### config.mk
export PLATFORM = sky130hd
export DESIGN_NAME = pipe_mac
export DESIGN_NICKNAME = d
export VERILOG_FILES = /design/src/rtl/pipe_mac.sv
export SDC_FILE = /design/constraint.sdc
export NUM_CORES = 2
export LEC_CHECK = 0
export ABC_AREA = 1
export BUFFER_PORTS_ARGS = -buffer_cell sky130_fd_sc_hd__buf_2
export CAP_MARGIN = 30
export CORE_ASPECT_RATIO = 2
export CORE_UTILIZATION = 65
export CTS_CLUSTER_DIAMETER = 120
export DETAILED_ROUTE_END_ITERATION = 8
export MAX_ROUTING_LAYER = met4
export PLACE_DENSITY = 0.83
export SYNTH_ARGS = -nofsm -noshare
export SYNTH_HDL_FRONTEND = slang
export SYNTH_SLANG_ARGS = --single-unit
export TNS_END_PERCENT = 30
### constraint.sdc
create_clock -name clk -period 9.6 [get_ports clk]
set_clock_uncertainty 0.15 [all_clocks]
set_input_delay 1.44 -clock clk [delete_from_list [all_inputs] [get_ports clk]]
set_output_delay 1.44 -clock clk [all_outputs]
set_load 0.02 [all_outputs]
### src/rtl/pipe_mac.sv
// pipe_mac: pipelined signed/unsigned multiply-accumulate with sticky overflow flag.
// Optional build macro PIPE_MAC_SAT_EN: saturate the accumulator on overflow instead of wrapping.
module pipe_mac #(
  parameter int AW   = 27,
  parameter int BW   = 18,
  parameter int ACCW = 48,
  parameter int PIPE = 3
) (
  input  logic            clk,
  input  logic            rst_n,
  input  logic            ce,
  input  logic            in_valid,
  input  logic            is_signed,
  input  logic            acc_mode,
  input  logic            clr,
  input  logic [AW-1:0]   ain,
  input  logic [BW-1:0]   bin,
  output logic            out_valid,
  output logic [ACCW-1:0] acc,
  output logic            ovf
);

  localparam int MW = AW + BW;

  logic [AW-1:0]          r_a_p0;
  logic [BW-1:0]          r_b_p0;
  logic                   r_vld_p  [PIPE];
  logic                   r_sgn_p  [PIPE];
  logic                   r_mode_p [PIPE];
  logic                   r_clr_p  [PIPE];

  logic signed [MW-1:0]   w_a_ext;
  logic signed [MW-1:0]   w_b_ext;
  logic signed [MW-1:0]   w_prod_mw;
  logic [ACCW-1:0]        w_prod_p0;
  logic [ACCW-1:0]        w_prod_acc;

  logic                   w_vld_a;
  logic                   w_sgn_a;
  logic                   w_mode_a;
  logic                   w_clr_a;
  logic [ACCW:0]          w_sum;
  logic                   w_accum;
  logic                   w_ovf_now;
  logic [ACCW-1:0]        w_acc_nxt;
  logic                   w_ovf_nxt;

  logic                   r_out_valid;
  logic [ACCW-1:0]        r_acc;
  logic                   r_ovf;

`ifdef PIPE_MAC_SAT_EN
  // Signed overflow only happens when both addends share a sign, so the old acc sign picks the rail.
  function automatic logic [ACCW-1:0] sat_limit(input logic sgn, input logic neg);
    logic [ACCW-1:0] lim;
    if (!sgn)
      lim = '1;
    else if (neg)
      lim = {1'b1, {(ACCW-1){1'b0}}};
    else
      lim = {1'b0, {(ACCW-1){1'b1}}};
    return lim;
  endfunction
`endif

  // ---- stage p0: operand capture; control shifts alongside the product pipe ----
  always_ff @(posedge clk or negedge rst_n) begin
    if (!rst_n) begin
      r_a_p0 <= '0;
      r_b_p0 <= '0;
      for (int i = 0; i < PIPE; i++) begin
        r_vld_p[i]  <= 1'b0;
        r_sgn_p[i]  <= 1'b0;
        r_mode_p[i] <= 1'b0;
        r_clr_p[i]  <= 1'b0;
      end
    end else if (ce) begin
      r_a_p0      <= ain;
      r_b_p0      <= bin;
      r_vld_p[0]  <= in_valid;
      r_sgn_p[0]  <= is_signed;
      r_mode_p[0] <= acc_mode;
      r_clr_p[0]  <= clr;
      for (int i = 1; i < PIPE; i++) begin
        r_vld_p[i]  <= r_vld_p[i-1];
        r_sgn_p[i]  <= r_sgn_p[i-1];
        r_mode_p[i] <= r_mode_p[i-1];
        r_clr_p[i]  <= r_clr_p[i-1];
      end
    end
  end

  // ---- multiply: both operands widened to MW so one signed multiplier covers both modes ----
  always_comb begin
    if (r_sgn_p[0]) begin
      w_a_ext = MW'(signed'(r_a_p0));
      w_b_ext = MW'(signed'(r_b_p0));
    end else begin
      w_a_ext = MW'(r_a_p0);
      w_b_ext = MW'(r_b_p0);
    end
    w_prod_mw = w_a_ext * w_b_ext;
    if (r_sgn_p[0])
      w_prod_p0 = ACCW'(w_prod_mw);
    else
      w_prod_p0 = ACCW'($unsigned(w_prod_mw));
  end

  // ---- stages p1..p(PIPE-1): product registers ----
  generate
    if (PIPE > 1) begin : g_prod_pipe
      logic [ACCW-1:0] r_prod_p [PIPE-1];

      always_ff @(posedge clk or negedge rst_n) begin
        if (!rst_n) begin
          for (int i = 0; i < PIPE-1; i++) r_prod_p[i] <= '0;
        end else if (ce) begin
          r_prod_p[0] <= w_prod_p0;
          for (int i = 1; i < PIPE-1; i++) r_prod_p[i] <= r_prod_p[i-1];
        end
      end

      assign w_prod_acc = r_prod_p[PIPE-2];
    end else begin : g_prod_comb
      assign w_prod_acc = w_prod_p0;
    end
  endgenerate

  assign w_vld_a  = r_vld_p[PIPE-1];
  assign w_sgn_a  = r_sgn_p[PIPE-1];
  assign w_mode_a = r_mode_p[PIPE-1];
  assign w_clr_a  = r_clr_p[PIPE-1];

  // ---- accumulator stage ----
  always_comb begin
    w_sum   = {1'b0, r_acc} + {1'b0, w_prod_acc};
    w_accum = w_mode_a & ~w_clr_a;
    if (w_sgn_a)
      w_ovf_now = w_accum & (r_acc[ACCW-1] == w_prod_acc[ACCW-1]) &
                  (w_sum[ACCW-1] != r_acc[ACCW-1]);
    else
      w_ovf_now = w_accum & w_sum[ACCW];

    if (!w_accum)
      w_acc_nxt = w_prod_acc;
`ifdef PIPE_MAC_SAT_EN
    else if (w_ovf_now)
      w_acc_nxt = sat_limit(w_sgn_a, r_acc[ACCW-1]);
`endif
    else
      w_acc_nxt = w_sum[ACCW-1:0];

    // clr wipes the sticky flag before this slot is judged
    w_ovf_nxt = (r_ovf & ~w_clr_a) | w_ovf_now;
  end

  always_ff @(posedge clk or negedge rst_n) begin
    if (!rst_n) begin
      r_out_valid <= 1'b0;
      r_acc       <= '0;
      r_ovf       <= 1'b0;
    end else if (ce) begin
      r_out_valid <= w_vld_a;
      if (w_vld_a) begin
        r_acc <= w_acc_nxt;
        r_ovf <= w_ovf_nxt;
      end
    end
  end

  assign out_valid = r_out_valid;
  assign acc       = r_acc;
  assign ovf       = r_ovf;

endmodule

==> results.yml <==
logic_synthesis:
  netlist_area_um2: 36800
  yosys.area.top_type: "fa_1"
  async_reset_ff_share_pct: 100
  ys_top_cells_by_count: "1272 x inv_1, 1184 x nand2_1, 682 x fa_1, 265 x ha_1, 235 x nor2_1"
  synth.most_common_cell: "inv_1"
  ys.flop_type: "dfrtp_1"
  synth_area_leaders: "fa_1 37%, dfrtp_1 14%, inv_1 13%"
  synth_fp_nets: 5721
  synth_cells: 4722
  synth_edf_count: 0
  synth_cell_types: 47
  ys_warn_count: 0
  ys_seq_elements: 199
  syn_avg_cell_area_um2: 7.79
  ys_seq_area_share_pct: 13.5
  synth_top_area_share_pct: 37.1
clock_tree:
  numCtsBuffers: 17
  ctsResizeCount: 0
  cts_setup_buffers: 0
  path_clk_slew_ns: 0.09
  insertion_delay_ns: 0.54
  cts_root_buf: "clkbuf_16"
  cts_tree: "done"
  htree_levels: 4
  clock_path_buffers: 2
  numClockSinks: 199
  ctsHoldBuffers: 0
global_route:
  grt_pass1_vias: 35877
  globalRouteTotalUtil_pct: 54.9
  grt_pass1_wl_um: 219000
  grt_max_degree: 87
  antenna_found_initial: 7
  grt_overflow_total: 0
timing:
  drv_slew: 0
  period_needed_ns: 8.90
  hold_viol_final: 0
  whs_ns: 0.321
  setup_tns_ns: 0
  tightest_slew_ns: 1.14
  rsz0062_at_grt: "false"
  fin_crit_sh_pct: 92.7
  setup_viol: 0
  max_slew_margin_pct: 23.3
  max_freq_mhz: 112
cells_and_area:
  fin_nets: 5747
  drive_above_1_share_pct: 4.87
  multi_input_area_um2: 26400
  fill_cells: 4739
  syn_to_final_growth_pct: 5.56
  finalNonFillerCells: 5519
  final_core_util_pct: 69.3
  regArea_um2: 4980
detailed_routing:
  drc: 0
  dr.pass1.iters: 6
  ant_nets: 0
  routed_wirelength_um: 140000
  drt_iter0_drc: 3275
  routed-via-count: 32783
  viasPerCell: 5.94
  post_drt_wl_per_cell_um: 25.3
placed_design:
  dp_hpwl_um: 112000
  gp_congestion: 1.18
  dp.cells: 5476
  numPortBuffers: 101
setup_path:
  cp_data_arrival_time_ns: 9.20
  required_ns: 9.90
  reg2regPathDepth: 26
  cp-end-kind: "flop"
  path_max_fanout: 19
  rrSetupSlack_ns: 0.70
  criticalPathCategory: "flop to flop"
  r2r_start: "r_a_p0[17]$_DFFE_PN0P_"
  startpoint_type: "flop"
  r2r_end: "g_prod_pipe.r_prod_p[90]$_DFFE_PN0P_"
outcome:
  status: "finished, final reports clean"
floorplan:
  io-pin-count: 102
  dieArea_um2: 57600
  dieHeight_um: 338
  core_um2: 56000
  fp.dieW_um: 170
  initial_utilization_pct: 65.7
  fp-row-count: 123
flow_run:
  cap_violations: 0
min_path:
  min_delay_path_depth: 2
  min_from: "out_valid$_DFFE_PN0P_"
  hold_end: "out_valid$_DFFE_PN0P_"
  hp-class: "flop to flop"
registers in the layout (all words and copies together), names as in the netlist, 2 cells and up:
name,cells
acc,48
g_prod_pipe.r_prod_p,46
r_a_p0,27
r_b_p0,18
r_clr_p,2
r_mode_p,2
r_sgn_p,2
r_vld_p,2
w_prod_acc,46
area by class of cell:
class / instances / share of cell area [%]
antenna: 8 / 0.0515
clock buffer: 17 / 1.10
sequential: 199 / 12.8
multi-input combinational: 3075 / 67.9
timing repair buffer: 171 / 2.80
tap: 750 / 2.42
clock inverter: 15 / 0.522
inverter: 1284 / 12.4
cell families after synthesis:
logic type	synth area share, %
adders and majority gates	46.1
and+or+nand+nor	17.1
buffers and inverters	14.8
xor gates and xnor gates	1.38
DFF	13.5
AOI/OAI and AO/OA	7.03
placed cells by master, fill, tap and decap left out, types with 4 or more instances in the layout:
cell type and n:
inv_1 1270, nand2_1 1183, fa_1 682, ha_1 265
nor2_1 234, o21ai_0 200, dfrtp_1 199, a21oi_1 168
nand3_1 104, buf_2 99, buf_4 67, xor2_1 35
a31oi_1 28, xnor2_1 23, o21bai_1 17, nand4_1 17
o21ai_1 17, clkbuf_16 17, nor3_1 16, a21o_1 16
inv_2 12, nor4_1 11, diode_2 8, o211ai_1 7
or2_1 5, or2_2 5, clkinv_8 5, nand3b_1 4
or2_0 4
critical path, cell delays in order, from the launching register on:
cell and delay, ns:
dfrtp_1 0.94, inv_1 0.40, nor2_1 0.40, inv_1 0.11, fa_1 0.59, fa_1 0.54
inv_1 0.06, fa_1 0.49, inv_1 0.05, fa_1 0.48, inv_1 0.05, fa_1 0.49
fa_1 0.61, fa_1 0.45, fa_1 0.49, inv_1 0.05, fa_1 0.49, inv_1 0.04
ha_1 0.40, nand2_1 0.15, nor2_1 0.34, nand2_1 0.12, nor3_1 0.29, nand4_1 0.28
nand3_1 0.18, nand2_1 0.07, a31oi_1 0.12
worst max path at each step:
stage               slack, ns                    from                              endpoint
floorplan                1.74  r_sgn_p[2]$_DFFE_PN0P_  g_prod_pipe.r_prod_p[92]$_DFFE_PN0P_
global placement         0.85   r_b_p0[7]$_DFFE_PN0P_  g_prod_pipe.r_prod_p[90]$_DFFE_PN0P_
detailed placement       0.86   r_b_p0[7]$_DFFE_PN0P_  g_prod_pipe.r_prod_p[90]$_DFFE_PN0P_
CTS                      0.84   r_b_p0[7]$_DFFE_PN0P_  g_prod_pipe.r_prod_p[90]$_DFFE_PN0P_
global route             0.32   r_b_p0[7]$_DFFE_PN0P_  g_prod_pipe.r_prod_p[90]$_DFFE_PN0P_
finish                   0.70  r_a_p0[17]$_DFFE_PN0P_  g_prod_pipe.r_prod_p[90]$_DFFE_PN0P_
layer usage:
layer	GRT usage [%]	vias to the layer above	routed length, um
met5	-	-	0
met3	20.4	1289	12400
met2	85.6	2113	67800
li1	-	13851	-
met1	45.7	15530	36800
met4	64.7	0	22900
metrics by stage:
step / setup slack, ns / area (um2)
2_1_floorplan: 1.74 / 36800
3_5_place_dp: 0.861 / 38100
4_1_cts: 0.843 / 38800
6_report: 0.701 / 38800
3_3_place_gp: 0.851 / 38100
5_1_grt: 0.317 / 38800
Power is left out: the tool's default activity adds up to more than one toggle a clock period on the data nets, which glitch-free logic cannot reach.
